## src/rtl/alu_result_collector.sv

```systemverilog
// alu_result_collector: arbitrates ALU unit results into a tagged FIFO with valid/ready output and drop statistics
module alu_result_collector #(
  parameter int width = 16,
  parameter int DEPTH = 4,
  parameter int CNT_W = 8
) (
  input  logic                     clk,
  input  logic                     rst,
  input  logic [width-1:0]         Arith_OUT,
  input  logic                     Arith_Flag,
  input  logic [width-1:0]         Logic_OUT,
  input  logic                     Logic_Flag,
  input  logic [width-1:0]         CMP_OUT,
  input  logic                     CMP_Flag,
  input  logic [width-1:0]         Shift_OUT,
  input  logic                     Shift_Flag,
  input  logic                     Res_Ready,
  output logic                     Res_Valid,
  output logic [width-1:0]         Res_OUT,
  output logic [1:0]               Res_Src,
  output logic [$clog2(DEPTH):0]   Fifo_Count,
  output logic                     Overflow,
  output logic                     Collision,
  output logic [CNT_W-1:0]         Drop_Count
);
  localparam int AW = $clog2(DEPTH);

  logic [width+1:0] r_mem [DEPTH];
  logic [AW-1:0]    r_wp, r_rp;
  logic [AW:0]      r_count;
  logic             r_ov, r_col;
  logic [CNT_W-1:0] r_drop;

  logic             w_push, w_pop, w_accept, w_full_drop;
  logic [2:0]       w_nflags, w_drops;
  logic [width+1:0] w_entry;
  logic [CNT_W:0]   w_drop_sum;
  logic [CNT_W-1:0] w_drop_next;
  logic [AW:0]      w_count_next;

  assign w_push      = Arith_Flag | Logic_Flag | CMP_Flag | Shift_Flag;
  assign w_nflags    = {2'b0, Arith_Flag} + {2'b0, Logic_Flag} + {2'b0, CMP_Flag} + {2'b0, Shift_Flag};
  assign w_entry     = Arith_Flag ? {2'd0, Arith_OUT} :
                       Logic_Flag ? {2'd1, Logic_OUT} :
                       CMP_Flag   ? {2'd2, CMP_OUT}   : {2'd3, Shift_OUT};
  assign w_pop       = Res_Valid & Res_Ready;
  // A pop in the same cycle frees the head slot, so a full FIFO can still accept.
  assign w_accept    = w_push & ((r_count < (AW+1)'(DEPTH)) | w_pop);
  assign w_full_drop = w_push & ~w_accept;
  assign w_drops     = (w_push ? w_nflags - 3'd1 : 3'd0) + {2'b0, w_full_drop};
  assign w_drop_sum  = {1'b0, r_drop} + (CNT_W+1)'(w_drops);
  assign w_drop_next = w_drop_sum[CNT_W] ? {CNT_W{1'b1}} : w_drop_sum[CNT_W-1:0];
  assign w_count_next = (w_accept & ~w_pop) ? r_count + 1'b1 :
                        (~w_accept & w_pop) ? r_count - 1'b1 : r_count;

  assign Res_Valid  = r_count != '0;
  assign Res_Src    = r_mem[r_rp][width+1:width];
  assign Res_OUT    = r_mem[r_rp][width-1:0];
  assign Fifo_Count = r_count;
  assign Overflow   = r_ov;
  assign Collision  = r_col;
  assign Drop_Count = r_drop;

  // FIFO storage, pointers, occupancy and sticky status; storage is cleared so outputs read 0 after reset
  always_ff @(posedge clk) begin
    if (rst) begin
      for (int i = 0; i < DEPTH; i++) r_mem[i] <= '0;
      r_wp    <= '0;
      r_rp    <= '0;
      r_count <= '0;
      r_ov    <= 1'b0;
      r_col   <= 1'b0;
      r_drop  <= '0;
    end else begin
      if (w_accept) begin
        r_mem[r_wp] <= w_entry;
        r_wp        <= r_wp + 1'b1;
      end
      if (w_pop) r_rp <= r_rp + 1'b1;
      r_count <= w_count_next;
      r_ov    <= r_ov | w_full_drop;
      r_col   <= r_col | (w_nflags > 3'd1);
      r_drop  <= w_drop_next;
    end
  end
endmodule
```

## config.mk

```make
export PLATFORM = sky130hd
export DESIGN_NAME = alu_result_collector
export DESIGN_NICKNAME = d
export VERILOG_FILES = /design/src/rtl/alu_result_collector.sv
export SDC_FILE = /design/constraint.sdc
export NUM_CORES = 1
export LEC_CHECK = 0
export CAP_MARGIN = 20
export CORE_ASPECT_RATIO = 2
export CORE_UTILIZATION = 45
export DETAILED_ROUTE_END_ITERATION = 6
export PLACE_DENSITY_LB_ADDON = 0.1
export SLEW_MARGIN = 20
export SYNTH_ARGS = -nofsm -noshare
export SYNTH_HDL_FRONTEND = slang
export SYNTH_SLANG_ARGS = --single-unit
```

## constraint.sdc

```tcl
create_clock -name clk -period 5.3 [get_ports clk]
set_input_delay 1.59 -clock clk [delete_from_list [all_inputs] [get_ports clk]]
set_output_delay 1.59 -clock clk [all_outputs]
set_load 0.02 [all_outputs]
```

-- After elaboration in Yosys (flattened, before gate mapping)
Memories as Yosys holds them, arrays and structs flattened. A register that Yosys moved wholly into a read port is not among the register bits.
Cells that the tools add are included.
- add/sub/neg operators: 10
- order comparisons: 2
- mux-type cells: 17
- bitwise logic cells: 13
- reductions and logical operators: 3
- operators by type and width (kind ; count):
    18-bit two-way mux ; 3
    18-bit OR reduction ; 1
    17-bit two-way mux ; 1
    8-bit by 3-bit adder with 9-bit output ; 1
    3-bit two-way mux ; 3
    8-bit two-way mux ; 1
    3-bit by 1-bit adder with 3-bit output ; 2
    1-bit two-way mux ; 6
    2-bit two-way mux ; 3
    1-bit bitwise OR ; 6
    3-bit by 1-bit subtractor with 3-bit output (second input constant) ; 2
    1-bit bitwise AND ; 5
    2-bit by 1-bit adder with 2-bit output (second input constant) ; 2
    2-bit by 1-bit adder with 3-bit output ; 1
    3-bit by 1-bit adder with 3-bit output (second input constant) ; 1
    3-bit by 1-bit greater-than comparator with 1-bit output (second input constant) ; 1
    3-bit less-than comparator (second input constant) ; 1
    3-bit nonzero test ; 1
    1-bit by 1-bit adder with 2-bit output ; 1
    1-bit NOT ; 2
    2-bit nonzero test ; 1
- register bits: 17
- memory bits (writable): 72
- bits of input ports: 71
- memories kept: 1
- memories (name ; words ; width ; read ports ; clocked after memory_dff ; write ports ; RTL line ; RTL):
    r_mem ; 4 ; 18 ; 1 ; 1 ; 4 ; 28 ; logic [width+1:0] r_mem [DEPTH];

-- Logic depth before layout (Yosys ltp)
- word-level depth: 9
- depth in mapped cells: 13

-- Worst setup path before layout
No wires, ideal clock.
- path kind: in2reg
- start point: input Arith_Flag
- end point: register r_drop[0] (netlist: Drop_Count[0])
- data arrival time: 4.270 ns
- slack: 0.959 ns
- stages on the path: 13
- buffers on the path: 0
- cell sequence: fa_1 ha_1 ha_1 inv_1 ha_1 nor2_1 ha_1 inv_1 fa_1 nor2b_1 o211a_1 nand4_1 a21oi_1
- cells in the longest elaborated chain, start to end: 9
- RTL lines (item ; RTL line ; RTL):
    start, declared ; 10 ; input logic Arith_Flag,
    branches (longest 6 deep; another with 2-bit by 1-bit adder with 3-bit output) ; - ;
    3-bit by 1-bit adder with 3-bit output * ; 50 ; assign w_drops = (w_push ? w_nflags - 3'd1 : 3'd0) + {2'b0, w_full_drop};
    8-bit by 3-bit adder with 9-bit output * ; 51 ; assign w_drop_sum = {1'b0, r_drop} + (CNT_W+1)'(w_drops);
    8-bit two-way mux * ; 52 ; assign w_drop_next = w_drop_sum[CNT_W] ? {CNT_W{1'b1}} : w_drop_sum[CNT_W-1:0];
    end signal, assigned ; 83 ; r_drop <= w_drop_next;
    end, declared ; 32 ; logic [CNT_W-1:0] r_drop;
Every way passes the cells marked *.
A chain may end at the register's enable or synchronous reset.

-- Final worst setup path
- start point: input Arith_Flag
- end point: register r_drop[1] (netlist: Drop_Count[1])
The elaborated chain is that of the path after synthesis.

==> impl_metrics.toml <==
[clock_network]
cts_buffers = 9
root_buffer = "clkbuf_16"
cts_buffer_depth = 2
post_cts_resized = 0
insertion_delay_ns = 0.34
post-cts-setup-buffers = 0
cts_tree = "done"
cts.sinks = 91
cts_htree_levels = 3
clkTransAtPathRegs_ns = 0.06
ctsHoldBuffers = 0

[logic_synthesis]
synth_edf_count = 72
synth-seq-cells = 91
synth_nets = 451
synth_compound_area_frac = 0.04226
avgSynthCellArea_um2 = 12.30
synthCells = 366
synthMuxAreaShare = 0.1657
synth_simple_gate_area_share = 0.1220
synth_flop_cell = "edfxtp_1"
synth_xor_area_frac = 0.01946
synth_area_um2 = 4501
yosys_warnings = 0
synth.distinct_cells = 38
synth_fa_ha_area_frac = 0.04393
ys_async_sr_fraction = 0
synth_top_family_by_area = "multiplexers"
ys_seq_area_frac = 0.5649

[flow_run]
drv_cap = 0

[worst_setup_path]
start_kind = "primary input"
endpoint_kind = "register"
cp.arrival_ns = 5.05
worstPathMaxFanout = 5
crit_required_ns = 5.57
path_class = "in -> reg"

[grt]
grtUsageTotal = 0.2243
grt_pass1_vias = 3342
top_usage_layer = "met2"
grt.met3_usage = 0.05189
use_met1 = 0.2313
grt_pass1_wl_um = 16670
antenna_found_initial = 0
overflow = 0
met2_usage = 0.4284
grt_max_degree = 34

[sta]
finalCriticalPeriod_ns = 4.780
fin_worst_skew_ns = 0.004576
final_hold_viol_count = 0
fin_crit_sh = 0.9020
tightest_slew_ns = 0.9285
tns_ns = 0
maxSlewHeadroom = 0.3802
finalSetupViolCount = 0
holdWs_ns = 0.4556
rsz0062_at_grt = "no"
max_clock_freq_ghz = 0.2092
setup_slack_ns = 0.5196
finalMaxSlewViolations = 0

[final_layout]
final_cell_mix = "102 x clkdlybuf4s50_1, 84 x nor2_1, 72 x edfxtp_1"
fill_cells = 806
antennaDiodeCount = 0
design_area_um2 = 5948
nets = 557
mostFrequentLayoutCell = "clkdlybuf4s50_1"
syn2layout_area_growth_pct = 32.17
fin_util = 0.6133
drive_above_1_share = 0.1027

[power]
p_sw_mw = 0.7687
pwr-share-clk = 0.253
p_sw_frac = 0.3097
seq_power_share = 0.397
ir_worst_vdd_mv = 0.2471
intPower_mw = 1.713
p_per_area_nw_per_um2 = 417.2
comb_power_share = 0.351
p_leak_nw = 2.345

[die]
coreArea_um2 = 9699
initial_utilization = 0.4640
num_rows = 51
die_x_um = 72.72
die_area_um2 = 10430
die_y_um = 143.4
io_pins = 103

[placed_design]
place_congestion = 0.7756
dp_hpwl_um = 7566
dp_slack_ns = 0.1789
place_area_um2 = 5653
io_buffers = 102

[detailed_routing]
via_per_inst = 5.144
drt_iter0_markers = 176
totalWireLength_um = 10810
route.vias.total = 3133
drt.antenna.violating_nets = 0
routedWlPerCell_um = 17.75
dr.pass1.iters = 4
drc = 0

[worst_hold_path]
worstHoldPathType = "reg -> reg"

[run_status]
status = "complete, no violations"
-- sequential cells by signal (all words and copies together) (netlist names), named ones only --
register,flops
r_mem,72
Drop_Count,8
Fifo_Count,3
r_rp,2
r_wp,2
Collision,1
Overflow,1
-- kinds of logic after synthesis --
logic type	after synthesis
buf+inv	35
simple gates	130
flops	91
compound gates	34
mux	52
xor+xnor	10
fa+ha+maj	14
-- power groups by stage --
stage / clock (mW) / sequential, mW / combinational [mW]
6_report: 0.627 / 0.984 / 0.871
5_1_grt: 0.664 / 1.00 / 0.946
4_1_cts: 0.640 / 0.987 / 0.890
3_5_place_dp: 0 / 1.00 / 0.885
3_3_place_gp: 0 / 0.995 / 0.878
2_1_floorplan: 0 / 1.00 / 0.521
-- per-stage QoR --
| stage | instances | total power, mW |
|---|---|---|
| 2_1_floorplan | 366 | 1.522 |
| 3_3_place_gp | 593 | 1.873 |
| 3_5_place_dp | 593 | 1.886 |
| 4_1_cts | 609 | 2.517 |
| 5_1_grt | 609 | 2.610 |
| 6_report | 609 | 2.482 |
-- path summary, 6_finish.rpt --
check                                   start            end  slack (ns)  cells past startpoint
worst max-delay path               Arith_Flag  Drop_Count[1]        0.52                     14
worst min-delay path                Collision      Collision        0.46                      2
worst max register to register  Fifo_Count[2]  Drop_Count[1]        2.81                     10
worst min register to register      Collision      Collision        0.46                      2
-- cell type report --
| class | count | area (µm²) | share of cell area |
|---|---|---|---|
| sequential | 91 | 2542 | 0.4274 |
| timing repair buffer | 115 | 1119 | 0.1881 |
| inverter | 15 | 56.30 | 0.009466 |
| tap | 132 | 165.2 | 0.02777 |
| multi-input combinational | 240 | 1770 | 0.2976 |
| clock buffer | 10 | 229.0 | 0.03849 |
| clock inverter | 6 | 66.31 | 0.01115 |
-- cell usage after synthesis, types with 9 or more instances --
master,n,area [µm²]
nand2_1,23,86.33
a21oi_1,9,45.04
inv_1,14,52.55
o21ai_0,19,95.09
edfxtp_1,72,2162
nor2_1,84,315.3
mux4_2,18,405.4
dfxtp_1,19,380.4
mux2i_1,34,340.3
ha_1,11,137.6
-- critical path, stage by stage --
cell,delay (ns)
clkdlybuf4s50_1,0.49
fa_1,0.50
ha_1,0.22
ha_1,0.28
inv_1,0.04
ha_1,0.27
nor2_1,0.04
ha_1,0.31
inv_1,0.06
fa_1,0.42
nor2b_1,0.17
o211a_1,0.21
nand4_1,0.23
a21oi_1,0.22
-- metal layers --
layer	part of all wire	wire length (µm)
met1	0.34	3680
met2	0.59	6410
met3	0.056	608
met4	0.010	109
met5	0	0
No activity file was read; power rests on OpenSTA's default activity.
